==> src/rtl/ifetch_ctrl.sv <==
// ----------------------------------------------------------------------------
// ifetch_ctrl
//
// Instruction-fetch sequencer. Owns the PC, drives a combinational,
// word-addressed instruction memory, captures every returned word together
// with its PC into a small FIFO and presents the FIFO head to decode under a
// valid/ready handshake. Handles redirects (branch/jump), halt and
// misaligned / out-of-window fetch faults.
//
// Ports:
//   clk            in   system clock, rising edge
//   reset          in   asynchronous, active-low reset
//   imem_addr      out  byte address to instruction memory (the PC register)
//   imem_rdata     in   instruction word for imem_addr, same cycle
//   out_valid      out  FIFO head holds a valid instruction
//   out_pc         out  PC of the FIFO head (holds last value when empty)
//   out_instr      out  instruction of the FIFO head (holds last value when empty)
//   out_ready      in   decode accepts the head this cycle
//   redirect_valid in   flush the FIFO and restart fetch at redirect_pc
//   redirect_pc    in   new fetch address
//   halt           in   suspend fetching; the FIFO keeps draining
//   fetch_fault    out  sticky fault flag, cleared only by redirect or reset
//   state          out  FSM state for debug: 0 FETCH, 1 HOLD, 2 FAULT
// ----------------------------------------------------------------------------
module ifetch_ctrl #(
    parameter logic [31:0] RESET_PC = 32'h0000_3000,
    parameter int          ADRBITS  = 10,
    parameter int          DEPTH    = 2
) (
    input  logic        clk,
    input  logic        reset,
    output logic [31:0] imem_addr,
    input  logic [31:0] imem_rdata,
    output logic        out_valid,
    output logic [31:0] out_pc,
    output logic [31:0] out_instr,
    input  logic        out_ready,
    input  logic        redirect_valid,
    input  logic [31:0] redirect_pc,
    input  logic        halt,
    output logic        fetch_fault,
    output logic [1:0]  state
);

    localparam int          PW           = $clog2(DEPTH);
    localparam int          CW           = PW + 1;
    localparam logic [31:0] WINDOW_BYTES = 32'd4 << ADRBITS;

    typedef enum logic [1:0] {
        ST_FETCH = 2'd0,
        ST_HOLD  = 2'd1,
        ST_FAULT = 2'd2
    } state_t;

    // ------------------------------------------------------------------
    // Registers
    // ------------------------------------------------------------------
    logic [31:0]   pc_q,        pc_d;
    state_t        state_q,     state_d;
    logic          fault_q,     fault_d;
    logic [CW-1:0] count_q,     count_d;
    logic [PW-1:0] wr_ptr_q,    wr_ptr_d;
    logic [PW-1:0] rd_ptr_q,    rd_ptr_d;
    logic [31:0]   out_pc_q,    out_pc_d;
    logic [31:0]   out_instr_q, out_instr_d;

    // FIFO storage; contents are meaningless outside [rd_ptr, rd_ptr+count)
    // so no reset is needed here.
    logic [31:0]   fifo_pc_q    [DEPTH];
    logic [31:0]   fifo_instr_q [DEPTH];

    // ------------------------------------------------------------------
    // Fetch / handshake decode
    // ------------------------------------------------------------------
    logic [31:0]   pc_offset;
    logic          inr;
    logic          pop;
    logic          push;
    logic [CW-1:0] count_after_pop;

    always_comb begin
        // Unsigned offset from the window base: a PC below the base wraps to
        // a huge value, so a single compare covers both window edges.
        pc_offset = pc_q - RESET_PC;
        inr       = (pc_q[1:0] == 2'b00) && (pc_offset < WINDOW_BYTES);

        // A pop that coincides with a redirect is discarded with the flush.
        pop  = (count_q != '0) && out_ready && !redirect_valid;

        // When full, a same-cycle pop frees the slot the push needs.
        push = (state_q == ST_FETCH) && inr && !redirect_valid &&
               ((count_q < CW'(DEPTH)) || pop);

        count_after_pop = count_q - CW'(pop);
    end

    // ------------------------------------------------------------------
    // Next-state logic
    // ------------------------------------------------------------------
    always_comb begin
        pc_d     = pc_q;
        state_d  = state_q;
        fault_d  = fault_q;
        count_d  = count_q;
        wr_ptr_d = wr_ptr_q;
        rd_ptr_d = rd_ptr_q;

        if (redirect_valid) begin
            // Redirect overrides everything, including a pending fault.
            pc_d     = redirect_pc;
            count_d  = '0;
            wr_ptr_d = '0;
            rd_ptr_d = '0;
            fault_d  = 1'b0;
            state_d  = halt ? ST_HOLD : ST_FETCH;
        end else begin
            if (push) begin
                wr_ptr_d = wr_ptr_q + PW'(1);
                pc_d     = pc_q + 32'd4;
            end
            if (pop) begin
                rd_ptr_d = rd_ptr_q + PW'(1);
            end
            count_d = count_q + CW'(push) - CW'(pop);

            case (state_q)
                ST_FETCH: begin
                    // halt takes precedence over a fault; the fault is
                    // re-detected once fetching resumes.
                    if (halt) begin
                        state_d = ST_HOLD;
                    end else if (!inr) begin
                        state_d = ST_FAULT;
                        fault_d = 1'b1;
                    end
                end
                ST_HOLD: begin
                    if (!halt) begin
                        state_d = ST_FETCH;
                    end
                end
                ST_FAULT: begin
                    state_d = ST_FAULT;
                end
                default: begin
                    state_d = ST_FETCH;
                end
            endcase
        end
    end

    // ------------------------------------------------------------------
    // Output head registers
    // ------------------------------------------------------------------
    // The head is registered so the outputs can hold their last value when
    // the FIFO empties. If the FIFO is empty after this cycle's pop and a
    // word is being pushed, that word becomes the head on this edge; it is
    // taken straight from the fetch path because it is not in storage yet.
    always_comb begin
        out_pc_d    = out_pc_q;
        out_instr_d = out_instr_q;
        if (count_d != '0) begin
            if (push && (count_after_pop == '0)) begin
                out_pc_d    = pc_q;
                out_instr_d = imem_rdata;
            end else begin
                out_pc_d    = fifo_pc_q[rd_ptr_d];
                out_instr_d = fifo_instr_q[rd_ptr_d];
            end
        end
    end

    // ------------------------------------------------------------------
    // Sequential state
    // ------------------------------------------------------------------
    always_ff @(posedge clk or negedge reset) begin
        if (!reset) begin
            pc_q        <= RESET_PC;
            state_q     <= ST_FETCH;
            fault_q     <= 1'b0;
            count_q     <= '0;
            wr_ptr_q    <= '0;
            rd_ptr_q    <= '0;
            out_pc_q    <= '0;
            out_instr_q <= '0;
        end else begin
            pc_q        <= pc_d;
            state_q     <= state_d;
            fault_q     <= fault_d;
            count_q     <= count_d;
            wr_ptr_q    <= wr_ptr_d;
            rd_ptr_q    <= rd_ptr_d;
            out_pc_q    <= out_pc_d;
            out_instr_q <= out_instr_d;
        end
    end

    always_ff @(posedge clk) begin
        if (push) begin
            fifo_pc_q[wr_ptr_q]    <= pc_q;
            fifo_instr_q[wr_ptr_q] <= imem_rdata;
        end
    end

    // ------------------------------------------------------------------
    // Outputs
    // ------------------------------------------------------------------
    assign imem_addr   = pc_q;
    assign out_valid   = (count_q != '0);
    assign out_pc      = out_pc_q;
    assign out_instr   = out_instr_q;
    assign fetch_fault = fault_q;
    assign state       = state_q;

endmodule

==> config.mk <==
export PLATFORM = sky130hd
export DESIGN_NAME = ifetch_ctrl
export DESIGN_NICKNAME = d
export VERILOG_FILES = /design/src/rtl/ifetch_ctrl.sv
export SDC_FILE = /design/constraint.sdc
export NUM_CORES = 1
export LEC_CHECK = 0
export ABC_AREA = 0
export CAP_MARGIN = 20
export CELL_PAD_IN_SITES_DETAIL_PLACEMENT = 1
export CELL_PAD_IN_SITES_GLOBAL_PLACEMENT = 1
export CORE_ASPECT_RATIO = 1.2
export CORE_MARGIN = 4
export CORE_UTILIZATION = 43
export CTS_BUF_LIST = sky130_fd_sc_hd__clkbuf_8 sky130_fd_sc_hd__clkbuf_16
export DETAILED_ROUTE_END_ITERATION = 12
export PLACE_DENSITY = 0.83
export RECOVER_POWER = 25
export SLEW_MARGIN = 10
export SYNTH_ARGS = -nofsm -noshare
export SYNTH_HDL_FRONTEND = slang
export SYNTH_SLANG_ARGS = --single-unit
==> constraint.sdc <==
create_clock -name clk -period 5.8 [get_ports clk]
set_input_delay 0.87 -clock clk [delete_from_list [all_inputs] [get_ports clk]]
set_output_delay 0.87 -clock clk [all_outputs]
set_load 0.005 [all_outputs]
==> results.ini, run 1 <==
[outcome]
run_status=finished, violations left
violations=max-capacitance violations, max-slew violations

[floorplan]
floorplan.rows=59
number_of_primary_i_o_pins=169
die_w_um=143
initial_core_util_pct=43.5
die_y_um=170
fp.dieArea_um2=24300
core_um2=21600

[placed_design]
place_congestion=0.821
post-dp-hpwl_um=14600
port_buffers=168
preCtsSetupSlack_ns=1.16
dp_cells=1102

[timing]
max_freq_mhz=235
clock_skew_ns=0.0159
setup_ws_ns=1.55
slew_headroom_pct=-113
holdWs_ns=0.482
slew_violations=58
finalSetupViolCount=0
rsz_0062_raised_after_global_routing=no
post-route-period-util_pct=73.3
totalNegativeSetupSlack_ns=0
final_period_minus_worst_setup_slack_ns=4.25
timing_worst_slew_pin_value_ns=3.19
report.final.hold_viol_count=0

[grt]
gr_overflow_total=0
grt_util_all_layers_pct=18.8
antenna_found_initial=0
first_global_vias=6521
pin_count_of_the_biggest_net_entering_global_routing=129
global_route_wire_length_before_repair_um=36400

[worst_setup_path]
crit_fanout=128
timing.critical_path.buf_inv=3
r2r-end=out_pc[11]
ff2ff_setup_slack_ns=1.55
critical_path_arrival_ns=4.65
path_class=reg2reg
r2r-start=imem_addr[12]
crit_path_max_incr_delay_ns=0.75
worst_setup_path_endpoint=out_pc[11]
critical_path_required_ns=6.20
crit_top_cell=sky130_fd_sc_hd__ha_1
cp_num_cells=13
timing.reg2reg.worst_path_depth=13
worstSetupStartpointType=flop
crit_chain=a211o_1 -> nor4_2 -> a2111oi_0 -> and4_1 -> inv_2 -> ha_1 -> inv_1 -> ha_1 -> nor2b_1 -> nor2_4 -> buf_12 -> nand2_1 -> o21ai_1
cell_type_group_with_the_largest_total_delay_on_the_critical_path=simple AND/OR/NAND/NOR gates
worst_setup_path_end_kind=flop
worst_setup_path_startpoint=imem_addr[12]
worst_path_max_delay_cell=sky130_fd_sc_hd__dfstp_1

[clock_tree]
holdBufCountCts=0
h-tree-depth=1
clock_tree.buffer_depth=3
post-cts-setup-buffer-count=0
insertion_delay_to_the_later_sink_of_the_worst_skew_pair_ns=0.50
cts_tree=built
tritoncts_num_sinks=231
clock-root-buffer=sky130_fd_sc_hd__clkbuf_16
worst_setup_hold_path_clk_slew_ns=0.06
cts_inserted_buffers=23
cts.repair.resized=0

[cells_and_area]
area_growth_syn_to_layout_pct=27.3
drive_above_1_share_pct=10.4
antennaDiodeCount=0
multiInputGateArea_um2=2770
register_area_um2=6420
layoutNonFillerInstCount=1143
fillerInstances=2155
finalNetCount=925

[pwr]
power.density_cell_area_nw_per_um2=279
fin_total_pwr_mw=3.34
leakage_power_nw=4.42
vdd_drop_max_mv=0.261

[logic_synthesis]
netlist.area_leader.share_pct=40.8
postSynth.topFlopCell=sky130_fd_sc_hd__edfxtp_1
synthesis.nets=765
post_synth_instance_area_um2=9410
async_reset_ff_share_pct=44.6
synthTopCellsByCount=sky130_fd_sc_hd__edfxtp_1, sky130_fd_sc_hd__dfrtp_1, sky130_fd_sc_hd__nand2_1, sky130_fd_sc_hd__mux2i_1, sky130_fd_sc_hd__nor2_1
synth-edff-count=128
ys_types=52
yosysTopAreaCell=sky130_fd_sc_hd__edfxtp_1
yosys_warnings=0
yosysSeqAreaShare_pct=68.3
synth_top_cells_by_area=sky130_fd_sc_hd__edfxtp_1, sky130_fd_sc_hd__dfrtp_1, sky130_fd_sc_hd__mux2i_1, sky130_fd_sc_hd__nand2_1, sky130_fd_sc_hd__o31ai_2
cells_after_synthesis=693
postSynthRegisterBits=231
syn_area_per_cell_um2=13.6
synth_most_common_cell=sky130_fd_sc_hd__edfxtp_1

[route]
number_of_drc_markers_in_iteration_0=268
drt-wirelength-per-cell_um=20.2
drc=0
route.detailed.vias_per_inst=5.36
drt_pass1_iterations=4
drtAntennaViolNets=0
number_of_vias_after_detailed_routing=6121
routed_wl_um=23000

[run]
cap_viol_max_count=1

[min_path]
hold_path_class=reg2reg

cells by family after synthesis:
kind of cell / after synthesis / share of synthesized area, %
buffers and inverters: 44 / 2.53
AO/OA/AOI/OAI: 138 / 9.71
adder cells (fa/ha/maj): 3 / 0.399
multiplexers: 86 / 9.41
flip-flops: 231 / 68.3
XOR/XNOR: 11 / 1.02
AND/OR/NAND/NOR: 180 / 8.67
worst min-delay path by stage:
stage | end | startpoint | cells after the start
floorplan | out_pc[12] | out_pc[12] | 1
global placement | out_pc[12] | out_pc[12] | 1
detailed placement | out_pc[12] | out_pc[12] | 1
CTS | imem_addr[15] | reset | 1
global route | out_pc[12] | out_pc[12] | 1
finish | out_pc[31] | out_pc[31] | 2
layer usage:
| layer | global-route usage, % | up-vias | wire (um) |
|---|---|---|---|
| li1 | - | 2854 | - |
| met2 | 33.4 | 158 | 12000 |
| met5 | 0 | - | 0 |
| met4 | 5.25 | 0 | 566 |
| met3 | 2.33 | 31 | 1000 |
| met1 | 24.4 | 3078 | 9460 |
final cells by class:
type                            instances  share of cell area (%)
Sequential cell                       231                    53.6
Multi-Input combinational cell        418                    23.2
Timing Repair Buffer                  174                    14.5
Clock buffer                           26                    5.15
Tap cell                              274                    2.86
Clock inverter                         15                   0.501
Inverter                                5                   0.157
worst register-to-register path: stages, from the launching register on:
cell and delay, ns:
sky130_fd_sc_hd__dfstp_1 0.75, sky130_fd_sc_hd__a211o_1 0.31, sky130_fd_sc_hd__nor4_2 0.11, sky130_fd_sc_hd__a2111oi_0 0.54
sky130_fd_sc_hd__and4_1 0.53, sky130_fd_sc_hd__inv_2 0.17, sky130_fd_sc_hd__ha_1 0.31, sky130_fd_sc_hd__inv_1 0.04
sky130_fd_sc_hd__ha_1 0.25, sky130_fd_sc_hd__nor2b_1 0.17, sky130_fd_sc_hd__nor2_4 0.18, sky130_fd_sc_hd__buf_12 0.47
sky130_fd_sc_hd__nand2_1 0.17, sky130_fd_sc_hd__o21ai_1 0.15
report_power, final:
part	internal, mW	total [mW]	switching (mW)
Clock	0.753	1.34	0.588
Sequential	1.77	1.82	0.0551
Combinational	0.104	0.178	0.0743
Total	2.62	3.34	0.718
cell usage in the layout, fill, tap and decap left out, drive strengths merged, types with 4 or more instances in the layout:
cell type / n
clkdlybuf4s50: 147
edfxtp: 128
dfrtp: 101
nand2: 77
mux2i: 66
nor2: 64
o21ai: 53
a21oi: 47
clkbuf: 27
o31ai: 21
mux2: 20
dlygate4sd3: 19
inv: 13
clkinv: 7
buf: 7
xor2: 6
nand4: 6
xnor2: 5
nor4: 5
nor3: 4
or4: 4
flip-flops by register name, summed over array words and instances, names as in the netlist:
register and cells:
out_instr 32, fifo_pc_q 64, wr_ptr_q 1, state 2, out_pc 32, count_q 2
fifo_instr_q 64, fetch_fault 1, rd_ptr_q 1, imem_addr 32
metrics by stage:
stage                     cell area, um2  util, %
after floorplan                     9410        -
after global placement             11300     52.3
after detailed placement           11300     52.3
after CTS                          12000     55.4
after global routing               12000     55.4
final                              12000     55.4
Power figures use the tool's default switching activity.
==> run 2: changes to the inputs <==
CORE_UTILIZATION = 38   (was 43)
PLACE_DENSITY = 0.78   (was 0.83)
clock period = 3.58 ns   (was 5.8 ns; I/O delays follow)
==> run 2 against run 1 <==
Net effect: the flow still finishes with violations (max-capacitance violations, max-slew violations); fmax up 22%; hold slack worse by 0.0012 ns; non-clock buffer count increased by 18; die area rose by 12%; utilization is 4.0 points lower; final cell count increased by 5.9%; register-to-register slack lost 1.4 ns; largest cell class unchanged; largest power group unchanged.
==> results.ini, run 2 (synthesized netlist as in run 1, its figures left out) <==
[outcome]
run_status=finished, violations left  ; unchanged
violations=max-capacitance violations, max-slew violations  ; unchanged

[route]
drc=0  ; unchanged
drtAntennaViolNets=0  ; unchanged
route.detailed.vias_per_inst=5.06  ; was 5.36
number_of_vias_after_detailed_routing=6126  ; was 6121
routed_wl_um=23800  ; was 23000 um
number_of_drc_markers_in_iteration_0=263  ; was 268
drt-wirelength-per-cell_um=19.6  ; was 20.2 um
drt_pass1_iterations=4  ; unchanged

[cells_and_area]
antennaDiodeCount=0  ; unchanged
biggest_registers_after_layout=fifo_instr_q x64, fifo_pc_q x64  ; unchanged
area_growth_syn_to_layout_pct=31.7  ; was 27.3%
finalNetCount=945  ; was 925
drive_above_1_share_pct=13.0  ; was 10.4%
most-common-layout-cells=sky130_fd_sc_hd__clkdlybuf4s50_1, sky130_fd_sc_hd__edfxtp_1, sky130_fd_sc_hd__dfrtp_1, sky130_fd_sc_hd__nand2_1, sky130_fd_sc_hd__mux2i_1  ; unchanged
fillerInstances=2402  ; was 2155
most_common_library_cell_in_the_layout_ignoring_fill_and_taps=sky130_fd_sc_hd__clkdlybuf4s50_1  ; unchanged
layoutNonFillerInstCount=1211  ; was 1143
fin_area_um2=12400  ; was 12000 um2

[timing]
max_freq_mhz=287  ; was 235 MHz
holdWs_ns=0.481  ; was 0.482 ns
post-route-period-util_pct=97.2  ; was 73.3%
finalSetupViolCount=0  ; unchanged
slew_violations=73  ; was 58
timing_worst_slew_pin_value_ns=1.97  ; was 3.19 ns
report.final.hold_viol_count=0  ; unchanged
final_period_minus_worst_setup_slack_ns=3.48  ; was 4.25 ns
clock_skew_ns=0.0169  ; was 0.0159 ns
slew_headroom_pct=-31.1  ; was -113%

[worst_setup_path]
crit_top_cell=sky130_fd_sc_hd__ha_1  ; unchanged
critical_path_arrival_ns=3.90  ; was 4.65 ns
crit_path_max_incr_delay_ns=0.56  ; was 0.75 ns
worst_setup_path_end_kind=flop  ; unchanged
crit_chain=or4_4 -> o41ai_4 -> and4b_1 -> and4_4 -> inv_2 -> ha_1 -> inv_1 -> ha_1 -> xnor2_2 -> nor2_2 -> nor2_4 -> buf_12 -> clkbuf_16 -> nand2_1 -> o31ai_2  ; was a211o_1 -> nor4_2 -> a2111oi_0 -> and4_1 -> inv_2 -> ha_1 -> inv_1 -> ha_1 -> nor2b_1 -> nor2_4 -> buf_12 -> nand2_1 -> o21ai_1
worstSetupStartpointType=flop  ; unchanged
path_class=reg2reg  ; unchanged
cell_type_group_with_the_largest_total_delay_on_the_critical_path=simple AND/OR/NAND/NOR gates  ; unchanged
critical_path_required_ns=4.00  ; was 6.20 ns
ff2ff_setup_slack_ns=0.10  ; was 1.55 ns
crit_fanout=27  ; was 128
timing.critical_path.buf_inv=4  ; was 3
worst_path_max_delay_cell=sky130_fd_sc_hd__or4_4  ; was sky130_fd_sc_hd__dfstp_1

[floorplan]
number_of_primary_i_o_pins=169  ; unchanged
die_w_um=152  ; was 143 um
floorplan.rows=62  ; was 59
initial_core_util_pct=39.0  ; was 43.5%
core_um2=24100  ; was 21600 um2
fp.dieArea_um2=27400  ; was 24300 um2
die_y_um=180  ; was 170 um

[grt]
antenna_found_initial=0  ; unchanged
first_global_vias=6633  ; was 6521
global_route_wire_length_before_repair_um=36600  ; was 36400 um
grt.met2_usage_pct=29.5  ; was 33.4%
pin_count_of_the_biggest_net_entering_global_routing=105  ; was 129
global_route.usage.met3_pct=3.02  ; was 2.33%
use_met1_pct=21.3  ; was 24.4%
gr_overflow_total=0  ; unchanged
global_route.peak_usage_layer=met2  ; unchanged
grt_util_all_layers_pct=16.8  ; was 18.8%

[pwr]
leakage_power_nw=4.58  ; was 4.42 nW
power.density_cell_area_nw_per_um2=459  ; was 279 nW/um2
vdd_drop_max_mv=0.279  ; was 0.261 mV
fin_total_pwr_mw=5.69  ; was 3.34 mW

[clock_tree]
tritoncts_num_sinks=231  ; unchanged
cts_inserted_buffers=25  ; was 23
clock_tree.buffer_depth=3  ; unchanged
worst_setup_hold_path_clk_slew_ns=0.06  ; about the same
h-tree-depth=1  ; unchanged
cts_tree=built  ; unchanged
insertion_delay_to_the_later_sink_of_the_worst_skew_pair_ns=0.51  ; was 0.50 ns
clock-root-buffer=sky130_fd_sc_hd__clkbuf_16  ; unchanged
holdBufCountCts=0  ; unchanged

[placed_design]
placement.cell_area_um2=11500  ; was 11300 um2
place_congestion=0.791  ; was 0.821
dp_cells=1162  ; was 1102
port_buffers=168  ; unchanged
post-dp-hpwl_um=15000  ; was 14600 um

[run]
cap_viol_max_count=1  ; unchanged

[min_path]
hold_path_class=reg2reg  ; unchanged

-- run 2: layer usage --
| layer | wire, um | up-vias |
|---|---|---|
| met3 | 1180 | 27 |
| li1 | - | 2895 |
| met4 | 432 | 0 |
| met2 | 12400 | 157 |
| met5 | 0 | - |
| met1 | 9730 | 3047 |
-- run 2: cell type report --
| cell class | count | area, um2 | area share (%) |
|---|---|---|---|
| Timing Repair Buffer | 192 | 1950 | 15.7 |
| Clock buffer | 30 | 694 | 5.60 |
| Multi-Input combinational cell | 418 | 2810 | 22.7 |
| Inverter | 5 | 18.8 | 0.151 |
| Sequential cell | 231 | 6420 | 51.9 |
| Clock inverter | 15 | 91.3 | 0.737 |
| Tap cell | 320 | 400 | 3.23 |
-- run 2: path summary, 6_finish.rpt --
path | from | endpoint | cells after the start
worst max-delay path | imem_addr[24] | out_pc[28] | 15
worst min-delay path | out_instr[7] | out_instr[7] | 2
worst max register to register | imem_addr[24] | out_pc[28] | 15
worst min register to register | out_instr[7] | out_instr[7] | 2
max in group asynchronous | reset | imem_addr[24] | 1
min in group asynchronous | reset | imem_addr[18] | 1
-- run 2: power by group --
part           internal, mW  switching, mW  leakage [nW]  total [mW]
clock                  1.44           1.00         0.413        2.44
combinational         0.173          0.136          1.65       0.309
sequential             2.86         0.0764          2.51        2.94
-- run 2: timing repair --
action,4_1_cts,5_1_grt
resized for setup,0,9
buffers inserted,0,2
setup endpoints to repair,0,27
-- run 2: worst min-delay path, delay by kind of cell (launching register included) --
kind	cells	cell delay (ns)
AO/OA/AOI/OAI	1	0.06
flip-flops	1	0.34
AND/OR/NAND/NOR	1	0.05
-- run 2: per-stage QoR --
stage                     utilization (%)  worst slack [ns]  TNS [ns]
after floorplan                         -           -0.0954     -1.90
after global placement               47.7             0.126         0
after detailed placement             47.7          -0.00456  -0.00456
after CTS                            51.0            0.0934         0
after global routing                 51.4           -0.0229    -0.109
final                                51.4             0.101         0
